## src/rtl/rd16_sub_pipe_if.sv

```systemverilog
// Operand/result handshake bundle for rd16_sub_pipe.
// Optional compare outputs (lt/ltu/eq) exist only when RD_SUB_CMP_EN is defined.
interface rd16_sub_pipe_if;
    logic        in_valid;
    logic        in_ready;
    logic [15:0] a;
    logic [15:0] b;
    logic        out_valid;
    logic        out_ready;
    logic [15:0] diff;
    logic        borrow;
    logic        ovf;
`ifdef RD_SUB_CMP_EN
    logic        lt;
    logic        ltu;
    logic        eq;

    modport master (output in_valid, a, b, out_ready,
                    input  in_ready, out_valid, diff, borrow, ovf, lt, ltu, eq);
    modport slave  (input  in_valid, a, b, out_ready,
                    output in_ready, out_valid, diff, borrow, ovf, lt, ltu, eq);
`else
    modport master (output in_valid, a, b, out_ready,
                    input  in_ready, out_valid, diff, borrow, ovf);
    modport slave  (input  in_valid, a, b, out_ready,
                    output in_ready, out_valid, diff, borrow, ovf);
`endif
endinterface

```

## src/rtl/rd16_sub_pipe.sv

```systemverilog
// Pipelined 16-bit kill/propagate/generate prefix subtractor, one prefix level per stage.
// Define RD_SUB_CMP_EN to add registered lt/ltu/eq compare outputs.
module rd16_sub_pipe #(
    parameter int WIDTH   = 16,
    parameter int LATENCY = 6
) (
    input  logic           clk,
    input  logic           rst,
    rd16_sub_pipe_if.slave bus
);
    localparam int NPOS = WIDTH + 1;   // index 0 is the carry-in at position -1
    localparam int NLVL = 4;

    logic                w_adv;
    logic [LATENCY-1:0]  r_vld;
    logic [WIDTH-1:0]    r_a   [0:NLVL];
    logic [WIDTH-1:0]    r_nb  [0:NLVL];
    logic [NPOS-1:0]     r_g   [0:NLVL];
    logic [NPOS-1:0]     r_p   [0:NLVL];
    logic                r_sa  [0:NLVL];
    logic                r_sb  [0:NLVL];
    logic [NPOS-1:0]     w_g   [1:NLVL];
    logic [NPOS-1:0]     w_p   [1:NLVL];
    logic [WIDTH-1:0]    w_nb_in;
    logic [NPOS-1:0]     w_g0;
    logic [NPOS-1:0]     w_p0;
    logic [WIDTH:0]      w_c;
    logic [WIDTH-1:0]    w_diff;
    logic                w_ovf;
    logic [WIDTH-1:0]    r_diff;
    logic                r_borrow;
    logic                r_ovf;

    assign w_adv        = ~r_vld[LATENCY-1] | bus.out_ready;
    assign bus.in_ready = w_adv;

    assign w_nb_in = ~bus.b;
    assign w_g0    = {bus.a & w_nb_in, 1'b1};
    assign w_p0    = {bus.a ^ w_nb_in, 1'b0};

    // Codes are one-hot k/p/g, so "p over x gives x" reduces to g|p&g' and p&p'.
    generate
        for (genvar gi = 1; gi <= NLVL; gi++) begin : g_lvl
            localparam int D = 1 << (gi - 1);
            for (genvar gj = 0; gj < NPOS; gj++) begin : g_bit
                if (gj >= D) begin : g_comb
                    assign w_g[gi][gj] = r_g[gi-1][gj] | (r_p[gi-1][gj] & r_g[gi-1][gj-D]);
                    assign w_p[gi][gj] = r_p[gi-1][gj] & r_p[gi-1][gj-D];
                end else begin : g_pass
                    assign w_g[gi][gj] = r_g[gi-1][gj];
                    assign w_p[gi][gj] = r_p[gi-1][gj];
                end
            end
        end
    endgenerate

    // Four levels reach back 16 positions; the top position still needs the
    // always-generating carry-in folded in, so p there also yields a carry.
    assign w_c[WIDTH-1:0] = r_g[NLVL][WIDTH-1:0];
    assign w_c[WIDTH]     = r_g[NLVL][WIDTH] | r_p[NLVL][WIDTH];
    assign w_diff         = r_a[NLVL] ^ r_nb[NLVL] ^ w_c[WIDTH-1:0];
    assign w_ovf          = (r_sa[NLVL] ^ r_sb[NLVL]) & (w_diff[WIDTH-1] ^ r_sa[NLVL]);

`ifdef RD_SUB_CMP_EN
    logic r_lt, r_ltu, r_eq;
    always_ff @(posedge clk or posedge rst) begin
        if (rst) begin
            r_lt  <= 1'b0;
            r_ltu <= 1'b0;
            r_eq  <= 1'b0;
        end else if (w_adv) begin
            r_lt  <= w_diff[WIDTH-1] ^ w_ovf;
            r_ltu <= ~w_c[WIDTH];
            r_eq  <= (w_diff == '0);
        end
    end
    assign bus.lt  = r_lt;
    assign bus.ltu = r_ltu;
    assign bus.eq  = r_eq;
`endif

    // Whole pipeline moves as one; bubbles advance with their don't-care data.
    always_ff @(posedge clk or posedge rst) begin
        if (rst) begin
            r_vld    <= '0;
            r_diff   <= '0;
            r_borrow <= 1'b0;
            r_ovf    <= 1'b0;
            for (int s = 0; s <= NLVL; s++) begin
                r_a[s]  <= '0;
                r_nb[s] <= '0;
                r_g[s]  <= '0;
                r_p[s]  <= '0;
                r_sa[s] <= 1'b0;
                r_sb[s] <= 1'b0;
            end
        end else if (w_adv) begin
            r_vld   <= {r_vld[LATENCY-2:0], bus.in_valid};
            r_a[0]  <= bus.a;
            r_nb[0] <= w_nb_in;
            r_g[0]  <= w_g0;
            r_p[0]  <= w_p0;
            r_sa[0] <= bus.a[WIDTH-1];
            r_sb[0] <= bus.b[WIDTH-1];
            for (int s = 1; s <= NLVL; s++) begin
                r_a[s]  <= r_a[s-1];
                r_nb[s] <= r_nb[s-1];
                r_g[s]  <= w_g[s];
                r_p[s]  <= w_p[s];
                r_sa[s] <= r_sa[s-1];
                r_sb[s] <= r_sb[s-1];
            end
            r_diff   <= w_diff;
            r_borrow <= ~w_c[WIDTH];
            r_ovf    <= w_ovf;
        end
    end

    assign bus.out_valid = r_vld[LATENCY-1];
    assign bus.diff      = r_diff;
    assign bus.borrow    = r_borrow;
    assign bus.ovf       = r_ovf;
endmodule

```

## src/flat_wrapper.sv

```systemverilog
// flat-port wrapper written by rule: the top's interface ports become plain ports
module rd16_sub_pipe_flat 
#(
    parameter int WIDTH   = 16,
    parameter int LATENCY = 6
)
  (clk, rst, bus_in_valid, bus_a, bus_b, bus_out_ready, bus_in_ready, bus_out_valid, bus_diff, bus_borrow, bus_ovf);
  rd16_sub_pipe_if bus_i ();
  input  logic clk;
  input  logic rst;
  input wire logic [$bits(bus_i.in_valid)-1:0] bus_in_valid;
  input wire logic [$bits(bus_i.a)-1:0] bus_a;
  input wire logic [$bits(bus_i.b)-1:0] bus_b;
  input wire logic [$bits(bus_i.out_ready)-1:0] bus_out_ready;
  output wire logic [$bits(bus_i.in_ready)-1:0] bus_in_ready;
  output wire logic [$bits(bus_i.out_valid)-1:0] bus_out_valid;
  output wire logic [$bits(bus_i.diff)-1:0] bus_diff;
  output wire logic [$bits(bus_i.borrow)-1:0] bus_borrow;
  output wire logic [$bits(bus_i.ovf)-1:0] bus_ovf;
  assign bus_i.in_valid = bus_in_valid;
  assign bus_i.a = bus_a;
  assign bus_i.b = bus_b;
  assign bus_i.out_ready = bus_out_ready;
  assign bus_in_ready = bus_i.in_ready;
  assign bus_out_valid = bus_i.out_valid;
  assign bus_diff = bus_i.diff;
  assign bus_borrow = bus_i.borrow;
  assign bus_ovf = bus_i.ovf;
  rd16_sub_pipe #(.WIDTH(WIDTH), .LATENCY(LATENCY)) u_core (.clk(clk), .rst(rst), .bus(bus_i));
endmodule
```

## config.mk

```make
export PLATFORM = sky130hd
export DESIGN_NAME = rd16_sub_pipe_flat
export DESIGN_NICKNAME = d
export VERILOG_FILES = /design/src/rtl/rd16_sub_pipe_if.sv /design/src/rtl/rd16_sub_pipe.sv /design/src/flat_wrapper.sv
export SDC_FILE = /design/constraint.sdc
export NUM_CORES = 1
export LEC_CHECK = 0
export ABC_AREA = 1
export ABC_CLOCK_PERIOD_IN_PS = 16970
export CELL_PAD_IN_SITES_DETAIL_PLACEMENT = 0
export CELL_PAD_IN_SITES_GLOBAL_PLACEMENT = 1
export CORE_MARGIN = 5
export CORE_UTILIZATION = 40
export DETAILED_ROUTE_END_ITERATION = 6
export PLACE_DENSITY = 0.72
export SYNTH_ARGS = -nofsm -noshare
export SYNTH_HDL_FRONTEND = slang
export SYNTH_SLANG_ARGS = --single-unit
```

## constraint.sdc

```tcl
create_clock -name clk -period 16.97 [get_ports clk]
set_clock_uncertainty 0.15 [all_clocks]
set_input_delay 3.394 -clock clk [delete_from_list [all_inputs] [get_ports clk]]
set_output_delay 3.394 -clock clk [all_outputs]
set_load 0.01 [all_outputs]
```

---- Word level (Yosys, flattened, before mapping) ----
Cells that the tools add are included.
operators by class
  bitwise gates (word level) .............. 156
operators by type and width
  kind              number
  $and A1 B1 Y1     92
  $or A1 B1 Y1      55
  $xor A16 B16 Y16  3
  $and A16 B16 Y16  1
  $not A16 Y16      1
  $not A1 Y1        2
  $xor A1 B1 Y1     2
storage, ports and cells
  output and inout bits ................... 20
  flip-flop bits (word level) ............. 333
  logic and storage cells ................. 190

---- Longest topological paths before layout ----
Gate-level depths: netlist (run 1).
  depth in word-level cells ............... 4
  mapped depth ............................ 9
  depth with buffers taken out ............ 6

---- Worst setup path after synthesis (run 1) ----
No wires, ideal clock.
  path type ............................... input-to-output
  start ................................... in bus_out_ready
  end ..................................... out bus_in_ready
  required time ........................... 13426 ps
  cell stages on the path ................. 5
  path buffers ............................ 3
  slack ................................... 9414 ps
  arrival ................................. 4012 ps
  path through ............................ nor2_4 buf_4 inv_2 buf_2 buf_2
on the way
  word-level cells in the longest chain between the ends .. 1
ends and longest elaborated chain
  item          RTL line             RTL
  from (decl)   flat_wrapper.sv:14   input wire logic [$bits(bus_i.out_ready)-1:0] bus_out_ready;
  $or A1 B1 Y1  rd16_sub_pipe.sv:34  assign w_adv = ~r_vld[LATENCY-1] | bus.out_ready;
  to (decl)     flat_wrapper.sv:15   output wire logic [$bits(bus_i.in_ready)-1:0] bus_in_ready;
No other way between the ends.

---- Worst setup path in the final report (run 1) ----
Same ends and word-level chain as after synthesis.

==> results of run 1 <==
where the power goes:
group          switching (mW)  internal, mW
Clock                   0.302         0.451
Sequential              0.196          1.09
Combinational           0.417         0.240
Total                   0.916          1.78
critical path, cell delays in order:
cell,delay [ns]
clkdlybuf4s50_1,0.50
nor2_4,0.07
inv_8,0.45
clkdlybuf4s50_1,0.65
registers in the layout (all words and copies together) (netlist names):
register	cells
u_core.bus.diff	16
u_core.r_sb	5
u_core.bus.ovf	1
u_core.r_g	85
u_core.r_sa	5
u_core.r_p	54
u_core.r_a	75
u_core.r_nb	80
u_core.bus.borrow	1
u_core.r_vld	6
logic make-up after synthesis:
logic type / share of synthesized area
AND/OR/NAND/NOR: 0.215
buffers and inverters: 0.0601
flip-flops: 0.622
XOR/XNOR: 0.00133
AO/OA/AOI/OAI: 0.0865
adder cells (fa/ha/maj): 0.0152
metrics by stage:
step / setup WS, ns / utilization / hold WS, ns / area (sq um) / std cells
5_1_grt: 8.23 / 0.464 / 0.337 / 15100 / 1961
3_5_place_dp: 8.32 / 0.429 / 0.285 / 14000 / 1899
4_1_cts: 8.31 / 0.464 / 0.298 / 15100 / 1961
3_3_place_gp: 8.31 / 0.429 / 0.286 / 14000 / 1899
6_report: 8.35 / 0.464 / 0.295 / 15100 / 1961
2_1_floorplan: 4.34 / - / 0.270 / 13200 / 1468
routing by layer:
layer / track usage / part of all wire / up-vias
met5: 0 / 0 / -
met4: 0.0387 / 0.017 / 0
met3: 0.0236 / 0.039 / 36
met2: 0.229 / 0.42 / 137
met1: 0.253 / 0.52 / 4340
li1: - / - / 4694
placed cells by master, fill, tap and decap left out:
cell	instances
nand2_1	685
dfrtp_1	328
o21ai_0	142
inv_1	96
clkdlybuf4s50_1	55
a21oi_1	53
nand3_1	48
clkbuf_16	37
o31ai_1	21
ha_1	16
clkinv_2	10
clkbuf_1	6
clkbuf_8	5
buf_4	4
inv_8	2
xor2_1	2
inv_6	2
bufinv_16	2
buf_12	2
nor2_4	1
o21a_1	1
or2_1	1
layout make-up:
cell class | instances | share of cell area
clock buffer | 48 | 0.0674
clock inverter | 14 | 0.00845
inverter | 98 | 0.0254
multi-input combinational | 970 | 0.277
sequential | 328 | 0.544
tap | 442 | 0.0366
timing repair buffer | 61 | 0.0411
path summary, 6_finish.rpt:
| check | end | slack (ns) |
|---|---|---|
| worst max register to register | u_core.r_g[32]$_DFFE_PP0P_ | 14.17 |
| worst max-delay path | bus_in_ready | 8.35 |
| max in group asynchronous | u_core.r_a[55]$_DFFE_PP0P_ | 11.42 |
| worst min-delay path | u_core.r_vld[5]$_DFFE_PP0P_ | 0.30 |
| worst min register to register | u_core.r_vld[5]$_DFFE_PP0P_ | 0.30 |
| min in group asynchronous | u_core.r_a[45]$_DFFE_PP0P_ | 3.26 |
==> flow_metrics.tcl, run 1 <==
set metrics [dict create \
    regArea_sq_um 8210 \
    hp-start "u_core.r_vld[4]$_DFFE_PP0P_" \
    final.min_clock_period_ns 8.62 \
    ys_ff_latch 328 \
    multi_input_area_sq_um 4190 \
    synthTopCellsByCount "nand2_1 (685), dfrtp_1 (328), o21ai_0 (142)" \
    ys_seq_area_frac 0.622 \
    hold_depth 2 \
    ir_drop_mv 0.127 \
    final_net_count 1547 \
    tns_ns 0 \
    vias 9207 \
    cts_sinks 328 \
    syn_area_sq_um 13200 \
    io_pins 56 \
    crit-reg2reg-launch "u_core.r_vld[5]$_DFFE_PP0P_" \
    clock.fmax_ghz 0.116 \
    crit_fanout 121 \
    clock_latency_ns 0.51 \
    remaining_drc_errors 0 \
    tightest_slew_ns 1.19 \
    initial_core_util 0.405 \
    cts_tree "done" \
    outcome "complete, no violations" \
    finalMaxSlewViolations 0 \
    root_buffer "clkbuf_16" \
    fill_cells 3206 \
    cts_buffers 36 \
    synth_cells 1468 \
    via_per_inst 4.70 \
    path_class "in -> out" \
    relSlewSlack 0.209 \
    track_usage 0.159 \
    cts_resized 0 \
    rows 66 \
    rsz0062_at_grt "no" \
    synth_edf_count 0 \
    drt-total-wl_um 27900 \
    wl_per_cell_um 14.3 \
    postSynthAreaPerCell_sq_um 8.98 \
    max-cap-violations 0 \
    min_path_type "reg -> reg" \
    cts.htree.levels 2 \
    netlist_top_cells_area "dfrtp_1 (62%), nand2_1 (19%), o21ai_0 (5.4%), inv_1 (2.8%), a21oi_1 (2.0%)" \
    drt-pass1-iter-count 5 \
    synth_nets 1520 \
    drive_above_1_share 0.0428 \
    ys_warn_count 0 \
    power_density_nw_per_um2 179 \
    synth_cell_type_count 17 \
    grt_overflow 0 \
    synth.top_cell.area_share 0.622 \
    dieArea_sq_um 36700 \
    antenna_found_initial 0 \
    die_h_um 192 \
    grt_max_degree 264 \
    hold_viol_final 0 \
    yosysMostFrequentCell "nand2_1" \
    ys_async_sr_fraction 1.00 \
    n_antenna_cell 0 \
    gp_congestion 0.741 \
    yosys.area.top_type "dfrtp_1" \
    cp-end-kind "output port" \
    grt_pass1_vias 9022 \
    hold_buffers 0 \
    die_w_um 192 \
    clk_pin_slew_ns 0.05 \
    area_growth_pct 14.5 \
    core_sq_um 32500 \
    finalCritPeriodShare 0.508 \
    drtIter0Drc 615 \
    cp.arrival_ns 5.08 \
    p_leak_nw 7.54 \
    synth_ff_type "dfrtp_1" \
    dpl.hpwl_um 17200 \
    power_mw 2.70 \
    crit_path_start_kind "primary input" \
    setup_viol 0 \
    required_ns 13.43 \
    grt_pass1_wl_um 47800 \
    startpoint "bus_out_ready" \
    cts-root-to-sink-buffers 3 \
    ant_nets 0 \
    post_cts_buffers 0 \
    numPortBuffers 55 \
    reg2reg_depth 5 \
]
Note: power is estimated with default switching activity, not from simulation.
==> run 2: changes to the inputs <==
Settings changed: ABC_CLOCK_PERIOD_IN_PS 16970 to 8000.
Clock period 16.97 ns to 8 ns, I/O delays scaled along.
==> run 2 against run 1 <==
Compared with the run above:
- worst setup slack worse by 5.8 ns
- non-clock buffer count increased by 1
- sequential cell count did not move
- critical endpoint unchanged
- sequential power rose by 110%
- critical path depth unchanged
- largest cell class unchanged
- register-to-register slack worse by 9.5 ns
- die area unchanged
==> flow_metrics.tcl, run 2 (same netlist as run 1, synthesis figures left out) <==
set metrics [dict create \
    outcome "complete, no violations" \
    min_path_type "reg -> reg" \
    grt_use_met2 0.224 \
    crit_fanout 123 \
    gr-usage-met1 0.248 \
    post_cts_buffers 0 \
    final_net_count 1549 \
    grt_pass1_vias 8955 \
    hp-start "u_core.r_vld[4]$_DFFE_PP0P_" \
    grt_pass1_wl_um 47000 \
    hold_ws_ns 0.305 \
    fill_cells 3235 \
    dieArea_sq_um 36700 \
    cts_tree "done" \
    cts_resized 0 \
    drt-total-wl_um 27500 \
    reg2reg_depth 5 \
    final.min_clock_period_ns 5.45 \
    cts_buffers 37 \
    tightest_slew_ns 0.997 \
    setup_viol 0 \
    max-cap-violations 0 \
    top_register "u_core.r_g" \
    tns_ns 0 \
    layout_common_cells "nand2_1 (685), dfrtp_1 (328), o21ai_0 (142)" \
    drtIter0Drc 678 \
    area_growth_pct 15.5 \
    hold_viol_final 0 \
    root_buffer "clkbuf_16" \
    wl_per_cell_um 14.0 \
    layout_commonest_cell "nand2_1" \
    ir_drop_mv 0.295 \
    crit_chain "clkdlybuf4s50_1 > nor2_4 > inv_8 > clkdlybuf4s50_1" \
    slowest_stage "nor2_4" \
    largest_registers "u_core.r_g: 85 flops, u_core.r_nb: 80 flops, u_core.r_a: 75 flops" \
    relSlewSlack 0.335 \
    n_antenna_cell 0 \
    required_ns 6.25 \
    cts.htree.levels 2 \
    gp_congestion 0.733 \
    hold_buffers 0 \
    path_class "in -> out" \
    remaining_drc_errors 0 \
    clk_pin_slew_ns 0.06 \
    power_mw 5.83 \
    p_leak_nw 7.59 \
    drt-pass1-iter-count 6 \
    core_sq_um 32500 \
    initial_core_util 0.405 \
    vias 9114 \
    startpoint "bus_out_ready" \
    die_h_um 192 \
    track_usage 0.157 \
    ant_nets 0 \
    use_met3 0.0258 \
    power_density_nw_per_um2 383 \
    rows 66 \
    hold_depth 2 \
    cp.arrival_ns 3.70 \
    crit_path_start_kind "primary input" \
    clock.fmax_ghz 0.183 \
    finalMaxSlewViolations 0 \
    numPortBuffers 55 \
    crit-reg2reg-launch "u_core.r_vld[5]$_DFFE_PP0P_" \
    top_usage_layer "met1" \
    dpl.hpwl_um 17200 \
    grt_overflow 0 \
    cpMostUsedCell "clkdlybuf4s50_1" \
    cts-root-to-sink-buffers 3 \
    antenna_found_initial 0 \
    cp-end-kind "output port" \
    finalCritPeriodShare 0.681 \
    slowest_delay_ns 0.65 \
    via_per_inst 4.64 \
    die_w_um 192 \
    cts_sinks 328 \
    clock_latency_ns 0.51 \
    rsz0062_at_grt "no" \
    io_pins 56 \
    largest_reg_flops 85 \
    grt_max_degree 215 \
    drive_above_1_share 0.0453 \
]
-- run 2: cell types whose count changed in the layout (fill, tap and decap cells not counted), sizes merged --
cell / change
clkbuf: +7
clkinv: -4
clkinvlp: +2
inv: -2
buf: +1
bufinv: +1
-- run 2: critical path, delay by kind of cell --
family                 cells  cell delay (ns)
buffers and inverters      3             1.42
AND/OR/NAND/NOR            1             0.65
-- run 2: final timing paths --
path,to,slack (ns)
max in group asynchronous,u_core.r_p[76]$_DFFE_PP0P_,4.94
setup / recovery,bus_in_ready,2.55
min in group asynchronous,u_core.r_nb[63]$_DFFE_PP0P_,1.48
setup reg to reg,u_core.r_g[24]$_DFFE_PP0P_,4.67
hold / removal,u_core.r_vld[5]$_DFFE_PP0P_,0.30
hold reg to reg,u_core.r_vld[5]$_DFFE_PP0P_,0.30
-- run 2: cell type report --
type | count | area, sq um | area share
sequential | 328 | 8210 | 0.539
multi-input combinational | 970 | 4190 | 0.275
clock buffer | 55 | 1130 | 0.0739
timing repair buffer | 62 | 641 | 0.0420
tap | 442 | 553 | 0.0363
inverter | 98 | 379 | 0.0249
clock inverter | 11 | 140 | 0.00920
-- run 2: routing by layer --
layer	vias up	wire (um)
met5	-	0
met4	0	551
met3	42	950
met2	124	11400
met1	4256	14600
li1	4692	-
-- run 2: power by group --
part / internal, mW / switching, mW / total (mW)
clock network: 1.07 / 0.655 / 1.73
registers: 2.31 / 0.419 / 2.73
logic: 0.509 / 0.869 / 1.38
total: 3.89 / 1.94 / 5.83
-- run 2: per-stage QoR --
step           utilization  std cells  setup slack (ns)  instance area, sq um
2_1_floorplan            -       1468              1.87                 13200
3_3_place_gp         0.429       1900              2.48                 14000
3_5_place_dp         0.429       1900              2.49                 14000
4_1_cts              0.468       1966              2.48                 15200
5_1_grt              0.468       1966              2.38                 15200
6_report             0.468       1966              2.55                 15200
